`src/rtl/if_stage_pkg.sv`:
```
// ----------------------------------------------------------------------------
// if_stage_pkg
// Shared definitions for the instruction-fetch stage:
//   - default reset / interrupt / exception vectors
//   - IF_ID pipeline register field offsets ({PC+4, instruction})
//   - NOP encoding used for pipeline bubbles
//   - fetch FSM state encoding
//   - bubble() helper that builds a NOP IF_ID word for a resume address
// ----------------------------------------------------------------------------
package if_stage_pkg;

    localparam logic [31:0] DEF_RESET_PC = 32'h8000_0000;
    localparam logic [31:0] DEF_ILLOP_PC = 32'h8000_0004;
    localparam logic [31:0] DEF_XADR_PC  = 32'h8000_0008;

    localparam int IFID_INSTR_LSB = 0;
    localparam int IFID_INSTR_MSB = 31;
    localparam int IFID_PC4_LSB   = 32;
    localparam int IFID_PC4_MSB   = 63;

    localparam logic [31:0] NOP_INSTR = 32'h0000_0000;

    typedef enum logic {
        ST_RUN   = 1'b0,
        ST_DRAIN = 1'b1
    } if_state_e;

    // The NOP carries t+4 so that decode's (PC_plus4 - 4) equals the
    // address where execution resumes.
    function automatic logic [63:0] bubble(input logic [31:0] t);
        logic [63:0] b;
        b = '0;
        b[IFID_PC4_MSB:IFID_PC4_LSB]     = t + 32'd4;
        b[IFID_INSTR_MSB:IFID_INSTR_LSB] = NOP_INSTR;
        return b;
    endfunction

endpackage

```
`src/rtl/if_next_pc.sv`:
```
// ----------------------------------------------------------------------------
// if_next_pc
// Combinational redirect priority mux for the fetch stage.
// Ports:
//   interrupt_i, exception_i  - trap requests (override a stall)
//   jr_i, j_i, z_i            - jump-register / jump / taken branch from decode
//   wr_en_i                   - PC_IF_ID_Write; 0 = load-use stall
//   branch_target_i, jump_target_i, jr_target_i - candidate targets
//   redirect_o                - a redirect is to be applied this cycle
//   target_o                  - selected redirect address
// Priority: interrupt > exception > JR > J > Z.
// ----------------------------------------------------------------------------
module if_next_pc
    import if_stage_pkg::*;
#(
    parameter logic [31:0] ILLOP_PC = DEF_ILLOP_PC,
    parameter logic [31:0] XADR_PC  = DEF_XADR_PC
) (
    input  logic        interrupt_i,
    input  logic        exception_i,
    input  logic        jr_i,
    input  logic        j_i,
    input  logic        z_i,
    input  logic        wr_en_i,
    input  logic [31:0] branch_target_i,
    input  logic [31:0] jump_target_i,
    input  logic [31:0] jr_target_i,
    output logic        redirect_o,
    output logic [31:0] target_o
);

    // Control transfers from decode are ignored while stalled: decode holds
    // the same instruction and re-evaluates them next cycle. Traps are not.
    assign redirect_o = interrupt_i | exception_i | (wr_en_i & (jr_i | j_i | z_i));

    always_comb begin
        target_o = branch_target_i;
        if (interrupt_i)      target_o = ILLOP_PC;
        else if (exception_i) target_o = XADR_PC;
        else if (jr_i)        target_o = jr_target_i;
        else if (j_i)         target_o = jump_target_i;
    end

endmodule

```
`src/rtl/if_stage.sv`:
```
// ----------------------------------------------------------------------------
// if_stage
// Instruction-fetch stage feeding decode. Owns the PC and the fetch request
// to a variable-latency instruction memory, and produces IF_ID.
// Ports:
//   clk, rst_n              - clock, asynchronous active-low reset
//   Z, J, JR                - branch taken / jump / jump register (decode)
//   PC_IF_ID_Write          - 0 = load-use stall (hold PC and IF_ID)
//   branch_target, jump_target, jr_target - redirect targets
//   interrupt, exception    - trap requests (vectors ILLOP_PC / XADR_PC)
//   imem_req, imem_addr     - fetch request and address
//   imem_ready, imem_rdata  - fetch completion and data (zero-wait allowed)
//   if_pc                   - current PC register (debug)
//   IF_ID                   - {PC+4, instruction}
// FSM: RUN fetches normally; DRAIN waits out a request that was in flight
// when a redirect arrived, discarding its data, then resumes at redir_q.
// ----------------------------------------------------------------------------
module if_stage
    import if_stage_pkg::*;
#(
    parameter logic [31:0] RESET_PC = DEF_RESET_PC,
    parameter logic [31:0] ILLOP_PC = DEF_ILLOP_PC,
    parameter logic [31:0] XADR_PC  = DEF_XADR_PC
) (
    input  logic        clk,
    input  logic        rst_n,
    input  logic        Z,
    input  logic        J,
    input  logic        JR,
    input  logic        PC_IF_ID_Write,
    input  logic [31:0] branch_target,
    input  logic [31:0] jump_target,
    input  logic [31:0] jr_target,
    input  logic        interrupt,
    input  logic        exception,
    output logic        imem_req,
    output logic [31:0] imem_addr,
    input  logic        imem_ready,
    input  logic [31:0] imem_rdata,
    output logic [31:0] if_pc,
    output logic [63:0] IF_ID
);

    if_state_e   state_q;
    logic [31:0] pc_q;
    logic [63:0] if_id_q;
    logic [31:0] redir_q;
    logic [31:0] redir_d;

    logic        redirect;
    logic [31:0] target;
    logic [31:0] pc_plus4;

    if_next_pc #(
        .ILLOP_PC (ILLOP_PC),
        .XADR_PC  (XADR_PC)
    ) u_next_pc (
        .interrupt_i     (interrupt),
        .exception_i     (exception),
        .jr_i            (JR),
        .j_i             (J),
        .z_i             (Z),
        .wr_en_i         (PC_IF_ID_Write),
        .branch_target_i (branch_target),
        .jump_target_i   (jump_target),
        .jr_target_i     (jr_target),
        .redirect_o      (redirect),
        .target_o        (target)
    );

    assign pc_plus4 = pc_q + 32'd4;

    // While draining, a newly arriving trap replaces the pending target
    // even during a stall; branch/jump inputs are not considered here.
    always_comb begin
        redir_d = redir_q;
        if (interrupt)      redir_d = ILLOP_PC;
        else if (exception) redir_d = XADR_PC;
    end

    always_ff @(posedge clk or negedge rst_n) begin
        if (!rst_n) begin
            state_q <= ST_RUN;
            pc_q    <= RESET_PC;
            if_id_q <= '0;
            redir_q <= '0;
        end else begin
            case (state_q)
                ST_RUN: begin
                    if (redirect) begin
                        if_id_q <= bubble(target);
                        if (imem_ready) begin
                            pc_q <= target;
                        end else begin
                            // pc_q held so imem_addr stays stable until the
                            // outstanding request completes.
                            redir_q <= target;
                            state_q <= ST_DRAIN;
                        end
                    end else if (!PC_IF_ID_Write) begin
                        // Stall: any returned word is dropped and refetched.
                        if_id_q <= if_id_q;
                    end else if (imem_ready) begin
                        if_id_q <= {pc_plus4, imem_rdata};
                        pc_q    <= pc_plus4;
                    end else begin
                        if_id_q <= bubble(pc_q);
                    end
                end
                ST_DRAIN: begin
                    redir_q <= redir_d;
                    if (PC_IF_ID_Write) begin
                        if_id_q <= bubble(redir_d);
                    end
                    if (imem_ready) begin
                        pc_q    <= redir_d;
                        state_q <= ST_RUN;
                    end
                end
                default: state_q <= ST_RUN;
            endcase
        end
    end

    assign imem_req  = rst_n;
    assign imem_addr = pc_q;
    assign if_pc     = pc_q;
    assign IF_ID     = if_id_q;

endmodule

```
`config.mk`:
```
export PLATFORM = sky130hd
export DESIGN_NAME = if_stage
export DESIGN_NICKNAME = d
export VERILOG_FILES = /design/src/rtl/if_stage_pkg.sv /design/src/rtl/if_next_pc.sv /design/src/rtl/if_stage.sv
export SDC_FILE = /design/constraint.sdc
export NUM_CORES = 1
export LEC_CHECK = 0
export BUFFER_PORTS_ARGS = -buffer_cell sky130_fd_sc_hd__buf_4
export CORE_AREA = 2 2 165 167
export CTS_CLUSTER_DIAMETER = 40
export DETAILED_ROUTE_END_ITERATION = 10
export DIE_AREA = 0 0 167 169
export GPL_TIMING_DRIVEN = 0
export PLACE_DENSITY = 0.6
export SYNTH_ARGS = -nofsm -noshare
export SYNTH_HDL_FRONTEND = slang
export SYNTH_HIERARCHICAL = 1
export SYNTH_SLANG_ARGS = --single-unit
```
`constraint.sdc`:
```
create_clock -name clk -period 6.2 [get_ports clk]
set_input_delay 1.24 -clock clk [delete_from_list [all_inputs] [get_ports clk]]
set_output_delay 1.24 -clock clk [all_outputs]
set_load 0.05 [all_outputs]
```
==> results.md <==
- Htree depth: 4
- Total track usage: 0.261
- Starting Density: 0.346
- Clock Tree Root: clkbuf_16
- FMAX: about 0.23 GHz
- Row count: 60
- Post-synthesis xor/xnor area fraction: 0.0735
- # diodes: 0
- Area share of fa/ha/maj cells after synthesis: 0.00409
- CP dominant cell by count: clkbuf_1
- Total number of vias: between 9,000 and 10,000
- Worst-path clk slew: 0.06 ns
- Critical Path Sink Type: flop
- Layout fillers: ~2,600
- Switch Pwr: 1.10 mW
- Finished Cell Area: between 10,000 and 15,000 µm²
- DRT iter0 DRCs: 1,006
- Reg2reg end: if_pc[25]
- DR pass1 iterations: 5
- Clock Power Share: 0.354
- Hold EP: IF_ID[34]
- Critical Path AT: around 4.6 ns
- Multi-input logic area: 5270 µm²
- Final wirelength: roughly 38 mm
- Vias in the first global route: 8,911
- Placed inst area: 11,600 µm²
- Largest net degree at the start of global routing: 81
- Tightest Pin Transition: between 1 and 1.5 ns
- Detail Placement HPWL: 28.9 mm
- Pleak: 5.70 nW
- Antenna violations before repair: 0
- Setup TNS: 0 ns
- Nets: approximately 1,500
- Via density: 5.58
- Switching Share: 0.369
- Crit-path max FO: 12
- CP startpoint kind: input pin
- Cts hold-fix bufs: 0
- Final setup violation count: 0
- Largest family of logic cells by synthesized area: compound AO/OA/AOI/OAI gates
- Placeable Area: 26,500 µm²
- Internal power: ~1.9 mW
- CTS sink count: ~130
- Max Cap Viol: 0
- Synth unique cells: 66
- Synth Area per Inst: roughly 8.8 µm²
- Flops & latches, synth: about 130
- Synthesis Warnings: 6
- First-pass GRT wire length: 56.0 mm
- Hold/Removal Path Class: flop to flop
- Total global routing overflow: 0
- Die area: 28,200 µm²
- Cts bufs inserted: 17
- Max Slew Vio Count: 0
- Post-CTS Resized: 0
- Clock Skews: between 0.004 and 0.005 ns
- Number of synthesized flops with an enable pin: 0
- CP Cell Sequence: buf_4, nor2_1, clkbuf_1, nand2_1, inv_1, nand2_1, clkbuf_1, o21ai_1, clkbuf_1, a21oi_1, nor2_1, a21oi_1
- Worst skew pair latency: roughly 0.43 ns
- Worst path max stage delay: 0.73 ns
- GPL Wtd Cong: 0.972
- Ports: around 270
- Setup CP Type: input pin to flop
- Setup bufs post-CTS: 0
- Period Utilization, post-route: 0.696
- CTS tree: done
- Routed wire per std cell: 22.5 µm
- Mapped Cells: about 1,000
- Logic gate share of total power: 0.307
- Top FF cell, synth: dfrtp_1
- Reg area: 3230 µm²
- RR Startpoint: state_q
- Worst Setup SP: interrupt
- R2R depth: 8
- Unrepaired setup endpoints after global routing: no
- Syn_nets: approximately 1,200
- Post-synthesis mux area share: 0.0676
- Routed Antenna Nets: 0
- Final Non-Filler Cells: 1,681
- Layout cells sized above 1: 0.287
- Maximum vdd ir drop: approximately 0.12 mV
- Horiz. Die Dim: 167 µm
- Critical hold path startpoint: IF_ID[34]
- R2R Setup Slk: 2.98 ns
- Clock buffer depth: 2
- Worst path bufs/invs: 5
- Post-synthesis compound-gate area fraction: 0.226
- # DRC: 0
- P per Cell Area: about 240 nW/µm²
- Seq pwr share: 0.339
- Critical path's top delay family: buffers and inverters
- Die Ht: 169 µm
- FFs w/ async S/R, synth: 1.00
- Crit-path slowest cell: o21ai_1
- IO buf count: 262
- Sequential area share after synthesis: 0.352
- Post-layout min period: ~4.3 ns
- Final Hold Viols: 0
- Post-synthesis simple-gate area fraction: 0.203
- Inst Count DP: approximately 1,600
- Required @ worst endpoint: 6.49 ns
- Area grow syn2layout: 32.9%
- Status: complete, no violations
- Post-Syn Area: 9180 µm²
- Max-slew headroom: 0.159
- WHS Path Cells: 2
## worst max path at each step
| stage | endpoint | depth (start not counted) |
|---|---|---|
| after floorplan | IF_ID[52] | 11 |
| after global placement | if_pc[8] | 11 |
| after detailed placement | if_pc[25] | 12 |
| after CTS | if_pc[25] | 12 |
| after global routing | if_pc[25] | 12 |
| final | if_pc[25] | 12 |
## state kept, by name (all words and copies together), names as in the netlist
signal   count
if_pc       32
IF_ID       64
state_q      1
redir_q     32
## metrics by stage
stage / utilization / total power, mW / setup WS, ns / hold WS (ns)
after floorplan: - / 1.57 / 2.60 / 0.451
after global placement: 0.437 / 1.92 / 1.43 / 0.455
after detailed placement: 0.438 / 1.92 / 1.45 / 0.469
after CTS: 0.460 / 2.97 / 1.89 / 0.482
after global routing: 0.460 / 3.07 / 1.66 / 0.499
final: 0.460 / 2.97 / 1.88 / 0.477
## cells in the final DEF, fill, tap and decap left out, drive strengths merged, types with 27 or more instances in the layout
cell type,count
o21ai,56
xor2,29
nand3,34
mux2,31
a22o,38
buf,318
dfrtp,128
nor2,79
a21oi,71
o211a,30
nand2,92
clkbuf,69
xnor2,48
nand4,27
nand2b,28
## cell families (layout without fill, tap and decap cells)
family | count (synthesis) | after routing
buffers and inverters | 120 | 415
flip-flops | 129 | 129
adder cells (fa/ha/maj) | 3 | 3
AO/OA/AOI/OAI | 300 | 300
AND/OR/NAND/NOR | 368 | 368
multiplexers | 48 | 48
XOR/XNOR | 77 | 77
## synthesized netlist by cell type (4+ instances only)
library cell | number | area (µm²)
a211oi_1 | 5 | 37.5
a21boi_0 | 6 | 45.0
a21oi_1 | 71 | 355
a221oi_1 | 6 | 52.6
a22o_1 | 38 | 333
a22oi_1 | 11 | 82.6
a31oi_1 | 18 | 113
and2_1 | 6 | 37.5
and3_1 | 21 | 131
and4_1 | 4 | 35.0
buf_1 | 9 | 33.8
buf_2 | 5 | 25.0
buf_4 | 37 | 278
clkbuf_1 | 50 | 188
dfrtp_1 | 128 | 3200
inv_1 | 13 | 48.8
mux2_2 | 4 | 45.0
mux2_4 | 27 | 405
mux2i_1 | 17 | 170
nand2_1 | 92 | 345
nand2b_1 | 28 | 175
nand3_1 | 34 | 170
nand4_1 | 27 | 169
nor2_1 | 79 | 297
nor2b_1 | 13 | 81.3
nor3_1 | 22 | 110
nor3b_1 | 5 | 37.5
nor4_1 | 14 | 87.6
o211a_1 | 30 | 300
o211ai_1 | 7 | 52.6
o21a_1 | 5 | 37.5
o21ai_0 | 54 | 270
o221ai_1 | 6 | 52.6
o22a_1 | 15 | 131
o22ai_1 | 13 | 81.3
or2b_1 | 4 | 30.0
or3_1 | 5 | 31.3
xnor2_1 | 48 | 420
xor2_1 | 29 | 254
## power by group through the flow
stage               combinational (mW)  sequential, mW  clock [mW]
global route                     0.959            1.02        1.09
finish                           0.913            1.01        1.05
detailed placement               0.903            1.02           0
floorplan                        0.403            1.17           0
global placement                 0.899            1.02           0
CTS                              0.907            1.01        1.05
## routing by layer
layer / vias to the layer above / part of all wire / global-route usage
met5: - / 0 / 0
met4: 0 / 0.018 / 0.0675
met3: 51 / 0.094 / 0.0666
met2: 460 / 0.43 / 0.392
met1: 4516 / 0.45 / 0.373
li1: 4358 / - / -
## worst min-delay path, stage by stage, from the launching register on
cell	delay [ns]
dfrtp_1	0.34
nand2_1	0.06
nand2_1	0.05
## layout make-up
class | count | area share
Timing Repair Buffer | 263 | 0.164
Multi-Input combinational cell | 796 | 0.432
Buffer | 106 | 0.0515
Tap cell | 341 | 0.0350
Clock buffer | 19 | 0.0355
Sequential cell | 129 | 0.265
Inverter | 14 | 0.00431
Clock inverter | 13 | 0.0132
Power figures use the tool's default switching activity.
